===== src/rtl/cpu_pkg.sv =====
// Shared CPU definitions: opcode values and the issue-unit state encoding.
// The decode stage's control unit imports the same package.
package cpu_pkg;

  localparam logic [3:0] OP_ADD   = 4'd0;
  localparam logic [3:0] OP_HALT  = 4'd1;
  localparam logic [3:0] OP_LOAD  = 4'd2;
  localparam logic [3:0] OP_STORE = 4'd3;
  localparam logic [3:0] OP_CLEAR = 4'd4;
  localparam logic [3:0] OP_SKIP  = 4'd5;
  localparam logic [3:0] OP_JUMP  = 4'd6;

  typedef enum logic [1:0] {
    ST_IDLE   = 2'd0,
    ST_FETCH  = 2'd1,
    ST_ISSUE  = 2'd2,
    ST_HALTED = 2'd3
  } issue_state_t;

  function automatic logic [3:0] instr_opcode(input logic [15:0] word);
    return word[15:12];
  endfunction

endpackage


===== src/rtl/issue_pc_next.sv =====
// Next-PC selection for the issue unit, applied on the issue handshake.
// All arithmetic wraps modulo 2^ADDR_W.
module issue_pc_next
  import cpu_pkg::*;
#(
  parameter int ADDR_W = 8
) (
  input  logic [ADDR_W-1:0] pc,
  input  logic [3:0]        opcode,
  input  logic [ADDR_W-1:0] target,
  input  logic              skip_cond,
  output logic [ADDR_W-1:0] next_pc
);

  // Undefined opcodes fall through to the sequential pc+1 default.
  always_comb begin
    next_pc = pc + ADDR_W'(1);
    case (opcode)
      OP_JUMP: next_pc = target;
      OP_SKIP: next_pc = skip_cond ? (pc + ADDR_W'(2)) : (pc + ADDR_W'(1));
      OP_HALT: next_pc = pc;
      default: next_pc = pc + ADDR_W'(1);
    endcase
  end

endmodule


===== src/rtl/instr_issue_unit.sv =====
// Instruction fetch/issue sequencer: fetches one word, presents it to decode,
// then advances the PC on the handshake. Outputs decode only registered state.
module instr_issue_unit
  import cpu_pkg::*;
#(
  parameter int                ADDR_W   = 8,
  parameter logic [ADDR_W-1:0] RESET_PC = '0
) (
  input  logic              clk,
  input  logic              reset,
  input  logic              start,
  output logic              imem_req,
  output logic [ADDR_W-1:0] imem_addr,
  input  logic              imem_ack,
  input  logic [15:0]       imem_rdata,
  output logic              issue_valid,
  input  logic              issue_ready,
  output logic [3:0]        opcode,
  output logic [15:0]       instr,
  input  logic              skip_cond,
  output logic [ADDR_W-1:0] pc,
  output logic              halted
);

  issue_state_t      state_q;
  issue_state_t      state_d;
  logic [ADDR_W-1:0] pc_q;
  logic [ADDR_W-1:0] pc_next;
  logic [15:0]       instr_q;
  logic              fetch_done;
  logic              issue_fire;

  issue_pc_next #(
    .ADDR_W (ADDR_W)
  ) u_pc_next (
    .pc        (pc_q),
    .opcode    (instr_opcode(instr_q)),
    .target    (instr_q[ADDR_W-1:0]),
    .skip_cond (skip_cond),
    .next_pc   (pc_next)
  );

  always_ff @(posedge clk or posedge reset) begin
    if (reset) begin
      state_q <= ST_IDLE;
    end else begin
      state_q <= state_d;
    end
  end

  // issue_ready only steers next state, never an output, so decode sees no loop.
  always_comb begin
    state_d     = state_q;
    fetch_done  = 1'b0;
    issue_fire  = 1'b0;
    imem_req    = 1'b0;
    issue_valid = 1'b0;
    halted      = 1'b0;
    case (state_q)
      ST_IDLE: begin
        if (start) state_d = ST_FETCH;
      end
      ST_FETCH: begin
        imem_req = 1'b1;
        if (imem_ack) begin
          fetch_done = 1'b1;
          state_d    = ST_ISSUE;
        end
      end
      ST_ISSUE: begin
        issue_valid = 1'b1;
        if (issue_ready) begin
          issue_fire = 1'b1;
          state_d    = (instr_opcode(instr_q) == OP_HALT) ? ST_HALTED : ST_FETCH;
        end
      end
      ST_HALTED: begin
        halted = 1'b1;
      end
      default: state_d = ST_IDLE;
    endcase
  end

  always_ff @(posedge clk or posedge reset) begin
    if (reset) begin
      pc_q    <= RESET_PC;
      instr_q <= '0;
    end else begin
      if (fetch_done) instr_q <= imem_rdata;
      if (issue_fire) pc_q    <= pc_next;
    end
  end

  assign pc        = pc_q;
  assign imem_addr = pc_q;
  assign instr     = instr_q;
  assign opcode    = instr_opcode(instr_q);

endmodule


===== config.mk =====
export PLATFORM = sky130hd
export DESIGN_NAME = instr_issue_unit
export DESIGN_NICKNAME = d
export VERILOG_FILES = /design/src/rtl/cpu_pkg.sv /design/src/rtl/issue_pc_next.sv /design/src/rtl/instr_issue_unit.sv
export SDC_FILE = /design/constraint.sdc
export NUM_CORES = 1
export LEC_CHECK = 0
export BUFFER_PORTS_ARGS = -buffer_cell sky130_fd_sc_hd__buf_2
export CAP_MARGIN = 20
export CORE_MARGIN = 4
export CORE_UTILIZATION = 35
export CTS_CLUSTER_DIAMETER = 100
export DETAILED_ROUTE_END_ITERATION = 16
export PLACE_DENSITY = 0.72
export SYNTH_ARGS = -nofsm -noshare
export SYNTH_HDL_FRONTEND = slang
export SYNTH_SLANG_ARGS = --single-unit

===== constraint.sdc =====
create_clock -name clk -period 1.7 [get_ports clk]
set_input_delay 0.255 -clock clk [delete_from_list [all_inputs] [get_ports clk]]
set_output_delay 0.255 -clock clk [all_outputs]
set_load 0.02 [all_outputs]

### Word level (Yosys, flattened, before mapping)

Cells that the tools add are included.

* muxes and demuxes: 14
* eq/ne operators: 9
* reduce and logical (&&, ||, !) cells: 4
* bitwise operators: 1
* add/sub/neg operators: 2

Operator list (count)
* $pmux W8 S3: 1
* $add A8 B1 Y8 const B: 1
* $add A8 B2 Y8 const B: 1
* $eq A4 B3 Y1 const B: 2
* $mux W2: 4
* $mux W8: 1
* $mux W1: 7
* $ne A2 B2 Y1 const B: 3
* $pmux W2 S3: 1
* $eq A2 B2 Y1 const B: 2
* $eq A4 B1 Y1 const B: 1
* $reduce_and A4 Y1: 1
* $reduce_bool A3 Y1: 1
* $eq A2 B1 Y1 const B: 1
* $logic_not A2 Y1: 1
* $reduce_and A2 Y1: 1
* $not A1 Y1: 1

* input port bits: 22
* output and inout port bits: 39
* flip-flop bits (word level): 26

### Logic depth before layout (Yosys ltp)

Gate-level depths: netlist of the first run.

* depth in word-level cells: 4
* gate-level depth with buffers: 7
* mapped depth without buffers: 7

### Cells and area by module

Synthesis of the first run repeated with hierarchy kept, for this count alone.

* cell total of the unflattened synthesis: 161
* area, all modules: 1686.6 µm²

Modules (own cells, without submodules)
* instr_issue_unit: times used 1, seq. area each 650.6 µm², area an instance 1193.6 µm², cells each 84
* issue_pc_next: times used 1, seq. area each 0.0 µm², area an instance 493.0 µm², cells each 77

### Worst setup path after synthesis of the first run

No wires, ideal clock.

* kind: reg2reg
* start: register pc_q[0] (netlist: imem_addr[0])
* end: register pc_q[4] (netlist: imem_addr[4])
* clock period less this slack: 1.657 ns
* data required time: 1.568 ns
* buffers on the path: 0
* path slack: 0.043 ns
* stages on the path, launching flop included: 7
* setup time: 0.132 ns
* arrival: 1.525 ns
* cells stage by stage: dfrtp_1 ha_1 mux2_2 nand3_1 nor3_1 a211oi_1 o22ai_1

* cells in the longest elaborated chain, start to end: 3
* elaborated cells on any way between the ends: 4
* those cells by class: 2 x add/sub; 2 x mux

RTL lines
* start: declaration: line instr_issue_unit.sv:27 `logic [ADDR_W-1:0] pc_q;`
* start signal: assignment: line instr_issue_unit.sv:90 `if (issue_fire) pc_q <= pc_next;`
* $add A8 B1 Y8 / $add A8 B2 Y8 (equally long branches): line issue_pc_next.sv:20, issue_pc_next.sv:22
* $mux W8: line issue_pc_next.sv:20 `OP_SKIP: next_pc = skip_cond ? (pc + ADDR_W'(2)) : (pc + ADDR_W'(1));`
* $pmux W8 S3 *: line issue_pc_next.sv:18 `case (opcode)`

Every way passes the cells marked *; elsewhere a longest branch is shown, timed or not.
A chain may end at the register's enable or synchronous reset.

### Final worst setup path of the first run

* start: register instr_q[13] (netlist: instr[13])
* end: register pc_q[3] (netlist: imem_addr[3])

* cells in the longest elaborated chain, start to end: 3
* elaborated cells on any way between the ends: 6
* those cells by class: 3 x eq/ne; 1 x mux; 1 x bitwise; 1 x reduce/logical

RTL lines
* start: declaration: line instr_issue_unit.sv:29 `logic [15:0] instr_q;`
* start signal: assignment: line instr_issue_unit.sv:89 `if (fetch_done) instr_q <= imem_rdata;`
* branches (longest 3 deep; another with $pmux W8 S3)

Several ways; the timed one is not identified.

==> flow_metrics.tcl, run 1 <==
set metrics [dict create \
    status "finished, final reports clean" \
    n_antenna_cell 0 \
    crit_type "reg -> reg" \
    viasPerCell 5.180 \
    yosys.area.top_type "dfrtp_1" \
    critPathBufInv 0 \
    synthTopCellsByArea "dfrtp_1 40%, mux2_2 12%, ha_1 6.2%" \
    required_ns 1.87 \
    r2r_cells 5 \
    worst_path_max_delay_cell "dfrtp_1" \
    utilization 0.4563 \
    leakage_nw 0.9645 \
    cts_tree "built" \
    highest_layer "met4" \
    drc_errors 0 \
    setup_violations 0 \
    stdcell_count 267 \
    cp-start-kind "flop" \
    synth-edff-count 0 \
    cp_top_family "compound AO/OA/AOI/OAI gates" \
    area_growth_pct 24.71 \
    drive_gt1_frac 0.4744 \
    fin_worst_skew_ns 0.006710 \
    ys.flop_type "dfrtp_1" \
    numCtsBuffers 3 \
    grt_overflow 0 \
    synthTopCellsByCount "26 x dfrtp_1, 17 x mux2_2, 13 x buf_4" \
    max_freq_ghz 0.6175 \
    powerDensity_nw_per_um2 2019 \
    worst-path-stages 5 \
    hold_buffers 0 \
    slew_violations 0 \
    dp_cells 261 \
    syn_nets 187 \
    die-area_um2 5766 \
    worst-path-max-fanout 9 \
    vias 1383 \
    cap_violations 0 \
    groute.usage.overall 0.1326 \
    crit_path_cell_trace "xnor2_1 > nor3b_4 > a2bb2oi_1 > o21ai_1 > a22o_1" \
    fin_crit_ns 1.620 \
    p_total_mw 4.067 \
    setup_ws_ns 0.08049 \
    synth_top_cell_area_share 0.4028 \
    layout_worst_path_cycle_share 0.9527 \
    drtAntennaViolNets 0 \
    grt_antenna_before_repair 0 \
    met1_length_um 1625 \
    irDropWorstVdd_mv 0.8704 \
    clock-root-buffer "clkbuf_8" \
    synth-async-reset-ratio 1.000 \
    netlist_instances 157 \
    rows 24 \
    placed_area_um2 1931 \
    core_area_um2 4414 \
    nFillCells 429 \
    fin_tns_setup_ns 0 \
    yosysWarnings 0 \
    port_buffers 60 \
    detailed_place_hpwl_um 2878 \
    dr_wl_met2_um 1933 \
    yosysMostFrequentCell "dfrtp_1" \
    relSlewSlack 0.7252 \
    clockBufferDepth 2 \
    final_area_um2 2014 \
    nets 247 \
    holdCritPathClass "in -> async" \
    wl_met3_um 226 \
    grt_max_degree 27 \
    wl_um 3830 \
    drtIter0Drc 60 \
    ys_seq_area_frac 0.4028 \
    finalWeightedCongestion 0.8371 \
    yosysUniqueCellTypes 41 \
    wl_per_cell_um 14.34 \
    endpoint_kind "flop" \
    dp_worst_setup_slack_ns 0.04884 \
    rsz0062_at_grt "false" \
    whs_ns 0.03512 \
    grt_pass1_wl_um 6451 \
    ys_ff_latch 26 \
    synth.avg_cell_area_um2 10.29 \
    clk_pin_slew_ns 0.09 \
    h-tree-depth 1 \
    grt_pass1_vias 1383 \
    firstDrtPassIters 4 \
    arrival_ns 1.79 \
    slowest_delay_ns 0.45 \
    cts_sinks 26 \
    clk_latency_ns 0.27 \
    die_x_um 75.94 \
    ios 61 \
    tightest_slew_ns 0.4117 \
    syn_area_um2 1615 \
    die_h_um 75.94 \
    hold_viol_final 0 \
    start_util 0.3659 \
]
sequential cells by signal, indices dropped and copies added (netlist names):
name       flops
imem_addr      8
state_q        2
instr         16
worst paths after layout:
check,from,to,slack [ns]
worst max-delay path,instr[13],imem_addr[3],0.08
worst min-delay path,reset,imem_addr[4],0.04
worst max register to register,instr[13],imem_addr[3],0.08
worst min register to register,instr[10],instr[10],0.50
max in group asynchronous,reset,imem_addr[1],1.39
min in group clk,imem_rdata[15],instr[15],0.20
placed cells by master, fill, tap and decap left out, drive strengths merged, types with 4 or more instances in the layout:
| cell type | synthesis | routed |
|---|---|---|
| dfrtp | 26 | 26 |
| xnor2 | 4 | 4 |
| nor3 | 6 | 6 |
| a21oi | 11 | 11 |
| mux2 | 17 | 17 |
| o21ai | 8 | 8 |
| buf | 17 | 72 |
| nand3 | 7 | 7 |
| inv | 7 | 7 |
| nor2 | 5 | 5 |
| ha | 8 | 8 |
| nand2 | 10 | 10 |
power by group:
part / internal (mW) / switching, mW
Combinational: 1.06 / 1.41
Clock: 0.159 / 0.193
Sequential: 0.920 / 0.319
worst register-to-register path, delay by kind of cell, from the launching register on:
family          cells  cell delay [ns]
flops               1             0.45
xor+xnor            1             0.18
compound gates      3             0.49
simple gates        1             0.39
layout make-up:
| cell class | instances | area (um^2) | share of cell area |
|---|---|---|---|
| clock buffers | 3 | 41.29 | 0.02050 |
| inverters | 7 | 26.28 | 0.01304 |
| multi-input cells | 107 | 827.0 | 0.4106 |
| flip-flops and latches | 26 | 651.9 | 0.3236 |
| well taps | 52 | 65.06 | 0.03230 |
| repair buffers | 72 | 402.9 | 0.2000 |
timing repair:
item,in CTS,in global routing
buffers inserted,0,3
resized for setup,0,6
setup endpoints to repair,0,7
logic make-up after synthesis:
kind of cell             share of synthesized area
AO/OA/AOI/OAI                               0.1503
XOR/XNOR                                   0.02169
adder cells (fa/ha/maj)                    0.06197
buffers and inverters                      0.09682
flip-flops                                  0.4028
multiplexers                                0.1247
AND/OR/NAND/NOR                             0.1418
metal layers:
layer  global-route usage  up-vias
met5                    0        -
met2               0.2354       41
li1                     -      670
met4              0.03737        0
met1               0.1580      667
met3              0.03081        5
(Power assumes the default switching activity.)
==> run 2, diff against run 1 <==
- CORE_ASPECT_RATIO: default -> 2
- CORE_UTILIZATION: 35 -> 49
- PLACE_DENSITY: 0.72 -> 0.92
==> flow_metrics.tcl, run 2 (same netlist as run 1, synthesis figures left out) <==
set metrics [dict create \
    arrival_ns 1.76 \
    layout_worst_path_cycle_share 0.9485 \
    drc_errors 0 \
    highest_layer "met4" \
    fin_crit_ns 1.612 \
    clockBufferDepth 2 \
    setup_ws_ns 0.08758 \
    cts_tree "built" \
    clock-root-buffer "clkbuf_8" \
    wl_um 4099 \
    rows 29 \
    met1_length_um 1342 \
    pwr-share-comb 0.624 \
    drtIter0Drc 60 \
    relSlewSlack 0.7506 \
    cp-start-kind "flop" \
    endpoint_kind "flop" \
    whs_ns 0.01982 \
    wl_per_cell_um 16.40 \
    grt_overflow 0 \
    drtAntennaViolNets 0 \
    viasPerCell 5.884 \
    largest_register_ff_count 16 \
    switchingPower_mw 1.978 \
    leakage_nw 0.9891 \
    powerDensity_nw_per_um2 2065 \
    wl_met3_um 278 \
    finalWeightedCongestion 0.8642 \
    grt_max_degree 27 \
    cts_sinks 26 \
    dp_cells 244 \
    status "finished, final reports clean" \
    port_buffers 60 \
    reg2reg_from "instr[15]" \
    ios 61 \
    p_int_mw 2.181 \
    required_ns 1.85 \
    area_growth_pct 24.71 \
    clk_latency_ns 0.27 \
    detailed_place_hpwl_um 2969 \
    dr_wl_met2_um 2321 \
    n_antenna_cell 0 \
    worst_path_max_delay_cell "and4bb_1" \
    hold_viol_final 0 \
    worst-path-max-fanout 8 \
    nets 251 \
    crit_type "reg -> reg" \
    numCtsBuffers 3 \
    vias 1471 \
    grt_pass1_vias 1455 \
    die-area_um2 4335 \
    crit_start "instr[15]" \
    sw_frac_of_total 0.4756 \
    max_freq_ghz 0.6202 \
    firstDrtPassIters 5 \
    h-tree-depth 1 \
    tightest_slew_ns 0.3741 \
    fin_worst_skew_ns 0.002816 \
    slew_violations 0 \
    start_util 0.5117 \
    pwr-share-clk 0.083 \
    clk_pin_slew_ns 0.08 \
    grt_antenna_before_repair 0 \
    setup_violations 0 \
    seq_area_um2 650.6 \
    irDropWorstVdd_mv 1.386 \
    utilization 0.6381 \
    die_x_um 48.60 \
    stdcell_count 250 \
    hold_buffers 0 \
    dp_worst_setup_slack_ns 0.07789 \
    final_common_cell "buf_2" \
    nFillCells 260 \
    crit_path_cell_trace "and4bb_1 > a21oi_2 > a21oi_1 > o22ai_1" \
    slowest_delay_ns 0.55 \
    groute.usage.overall 0.1845 \
    pwr-share-seq 0.293 \
    multi_input_area_um2 824.5 \
    drive_gt1_frac 0.4749 \
    core_area_um2 3157 \
    grt_pass1_wl_um 6417 \
    cap_violations 0 \
    final_cell_mix "60 x buf_2, 26 x dfrtp_1, 17 x mux2_2" \
    die_h_um 89.20 \
    holdCritPathClass "in -> async" \
]
==> run 2: cell count changes in the layout (fill, tap and decap cells not counted) <==
cell	previous run	this run
dfrtp_1	25	26
ha_1	7	8
dfrtp_2	1	0
buf_4	11	15
ha_2	1	0
==> run 2: power groups by stage <==
stage | clock network, mW | registers, mW | logic [mW]
global placement | 0 | 1.21 | 2.44
global route | 0.372 | 1.29 | 2.81
finish | 0.343 | 1.22 | 2.60
detailed placement | 0 | 1.23 | 2.49
floorplan | 0 | 1.59 | 1.42
CTS | 0.352 | 1.22 | 2.51
==> run 2: path summary, 6_finish.rpt <==
| path | endpoint | slack, ns | cells past startpoint |
|---|---|---|---|
| max | imem_addr[1] | 0.09 | 4 |
| min | instr[11] | 0.02 | 3 |
| max reg2reg | imem_addr[1] | 0.09 | 4 |
| min reg2reg | instr[10] | 0.51 | 1 |
| max in group asynchronous | imem_addr[7] | 1.43 | 3 |
| min in group clk | instr[0] | 0.21 | 2 |
==> run 2: final cells by class <==
cell class	instances	share of cell area
inverters	7	0.01304
repair buffers	76	0.2149
flip-flops and latches	26	0.3230
clock buffers	3	0.02050
well taps	31	0.01925
multi-input cells	107	0.4093
==> run 2: layer usage <==
metal  GRT usage  up-vias
met5           0        -
met4      0.1029        0
met3     0.03005       17
met2      0.3583       79
met1      0.1796      693
li1            -      682
==> run 2: what timing repair did <==
| action | CTS | global route |
|---|---|---|
| resized for setup | 0 | 5 |
| hold endpoints to repair | 0 | 0 |
| setup endpoints to repair | 0 | 7 |
| buffers inserted | 0 | 3 |
==> run 2: worst max-delay path, delay by kind of cell, from the launching register on <==
kind	cells	cell delay (ns)
simple gates	1	0.55
flops	1	0.48
compound gates	3	0.45
==> run 2: through the flow <==
| step | cell area (um^2) | TNS, ns | power, mW |
|---|---|---|---|
| after floorplan | 1615 | 0 | 3.011 |
| after global placement | 1934 | 0 | 3.648 |
| after detailed placement | 1934 | 0 | 3.722 |
| after CTS | 1976 | 0 | 4.081 |
| after global routing | 2014 | -0.03870 | 4.467 |
| final | 2014 | 0 | 4.159 |
==> run 3, diff against run 2 <==
- clock period: 1.7 -> 1.68 ns (I/O delays scaled with it)
==> flow_metrics.tcl, run 3 (same netlist as run 1, synthesis figures left out) <==
set metrics [dict create \
    status "finished, final reports clean" \
    wl_per_cell_um 16.59 \
    grt_antenna_before_repair 0 \
    endpoint_kind "flop" \
    ios 61 \
    final_common_cell "buf_2" \
    detailed_place_hpwl_um 2969 \
    stdcell_count 250 \
    clk_latency_ns 0.27 \
    setup_violations 0 \
    rows 29 \
    clk_pin_slew_ns 0.09 \
    viasPerCell 5.848 \
    placed_area_um2 1934 \
    final_cell_mix "60 x buf_2, 26 x dfrtp_1, 17 x mux2_2" \
    fin_tns_setup_ns 0 \
    cp-start-kind "flop" \
    dp_cells 244 \
    start_util 0.5117 \
    leakage_nw 0.9880 \
    drtIter0Drc 51 \
    nFillCells 258 \
    grt_pass1_vias 1455 \
    port_buffers 60 \
    arrival_ns 1.77 \
    firstDrtPassIters 4 \
    hold_viol_final 0 \
    nets 251 \
    grt_max_degree 27 \
    slew_violations 0 \
    drtAntennaViolNets 0 \
    fin_crit_ns 1.615 \
    vias 1462 \
    finalWeightedCongestion 0.8642 \
    cts_tree "built" \
    p_total_mw 4.236 \
    wl_um 4147 \
    fin_worst_skew_ns 0.005048 \
    grt_overflow 0 \
    holdCritPathClass "in -> async" \
    n_antenna_cell 0 \
    relSlewSlack 0.7532 \
    final_area_um2 2018 \
    clockBufferDepth 2 \
    numCtsBuffers 3 \
    crit_type "reg -> reg" \
    irDropWorstVdd_mv 1.409 \
    max_freq_ghz 0.6193 \
    drc_errors 0 \
    drive_gt1_frac 0.4840 \
    die-area_um2 4335 \
    layout_worst_path_cycle_share 0.9611 \
    grt_pass1_wl_um 6417 \
    clock-root-buffer "clkbuf_8" \
    powerDensity_nw_per_um2 2099 \
    area_growth_pct 24.94 \
    required_ns 1.83 \
    die_h_um 89.20 \
    groute.usage.overall 0.1845 \
    worst-path-max-fanout 8 \
    cap_violations 0 \
    h-tree-depth 1 \
    tightest_slew_ns 0.3702 \
    die_x_um 48.60 \
    largest_register_ff_count 16 \
    cts_sinks 26 \
    core_area_um2 3157 \
]
run 3: metal layers:
metal / routed length, um / track usage / vias up
li1: - / - / 686
met1: 1425 / 0.1796 / 715
met2: 2393 / 0.3583 / 52
met3: 224 / 0.03005 / 9
met4: 104 / 0.1029 / 0
met5: 0 / 0 / -
run 3: worst max-delay path, stage by stage (launching register included):
cell and delay (ns):
dfrtp_1 0.48, and4bb_1 0.55, a21oi_2 0.12, a21oi_1 0.22
o22ai_1 0.12
run 3: per-stage QoR:
step,util,worst slack (ns),hold slack (ns)
detailed placement,0.6128,0.05789,0.3177
CTS,0.6258,0.01582,0.02166
finish,0.6393,0.06531,0.01759
global placement,0.6128,0.08376,0.3194
global route,0.6393,-0.01688,0.03838
floorplan,-,0.02306,0.2920
run 3: repair_timing:
| item | CTS | global route |
|---|---|---|
| setup endpoints to repair | 0 | 9 |
| buffers inserted | 0 | 3 |
| hold buffers | 0 | 0 |
| gates resized for setup | 0 | 7 |
run 3: area by class of cell:
class                           instances  area, um^2  share of cell area
Multi-Input combinational cell        107       828.3              0.4104
Sequential cell                        26       650.6              0.3224
Tap cell                               31       38.79             0.01922
Timing Repair Buffer                   76       432.9              0.2145
Clock buffer                            3       41.29             0.02046
Inverter                                7       26.28             0.01302
run 3: final timing paths:
check | startpoint | to | slack, ns | cells after the start
min reg2reg | instr[10] | instr[10] | 0.51 | 1
max | instr[15] | imem_addr[1] | 0.07 | 4
max reg2reg | instr[15] | imem_addr[1] | 0.07 | 4
min in group clk | imem_rdata[0] | instr[0] | 0.20 | 2
min | reset | instr[11] | 0.02 | 3
max in group asynchronous | reset | instr[13] | 1.41 | 3
run 3: where the power goes:
group | switching (mW) | leakage [nW] | internal, mW
logic | 1.52 | 0.653 | 1.12
clock network | 0.190 | 0.0216 | 0.161
registers | 0.309 | 0.313 | 0.929
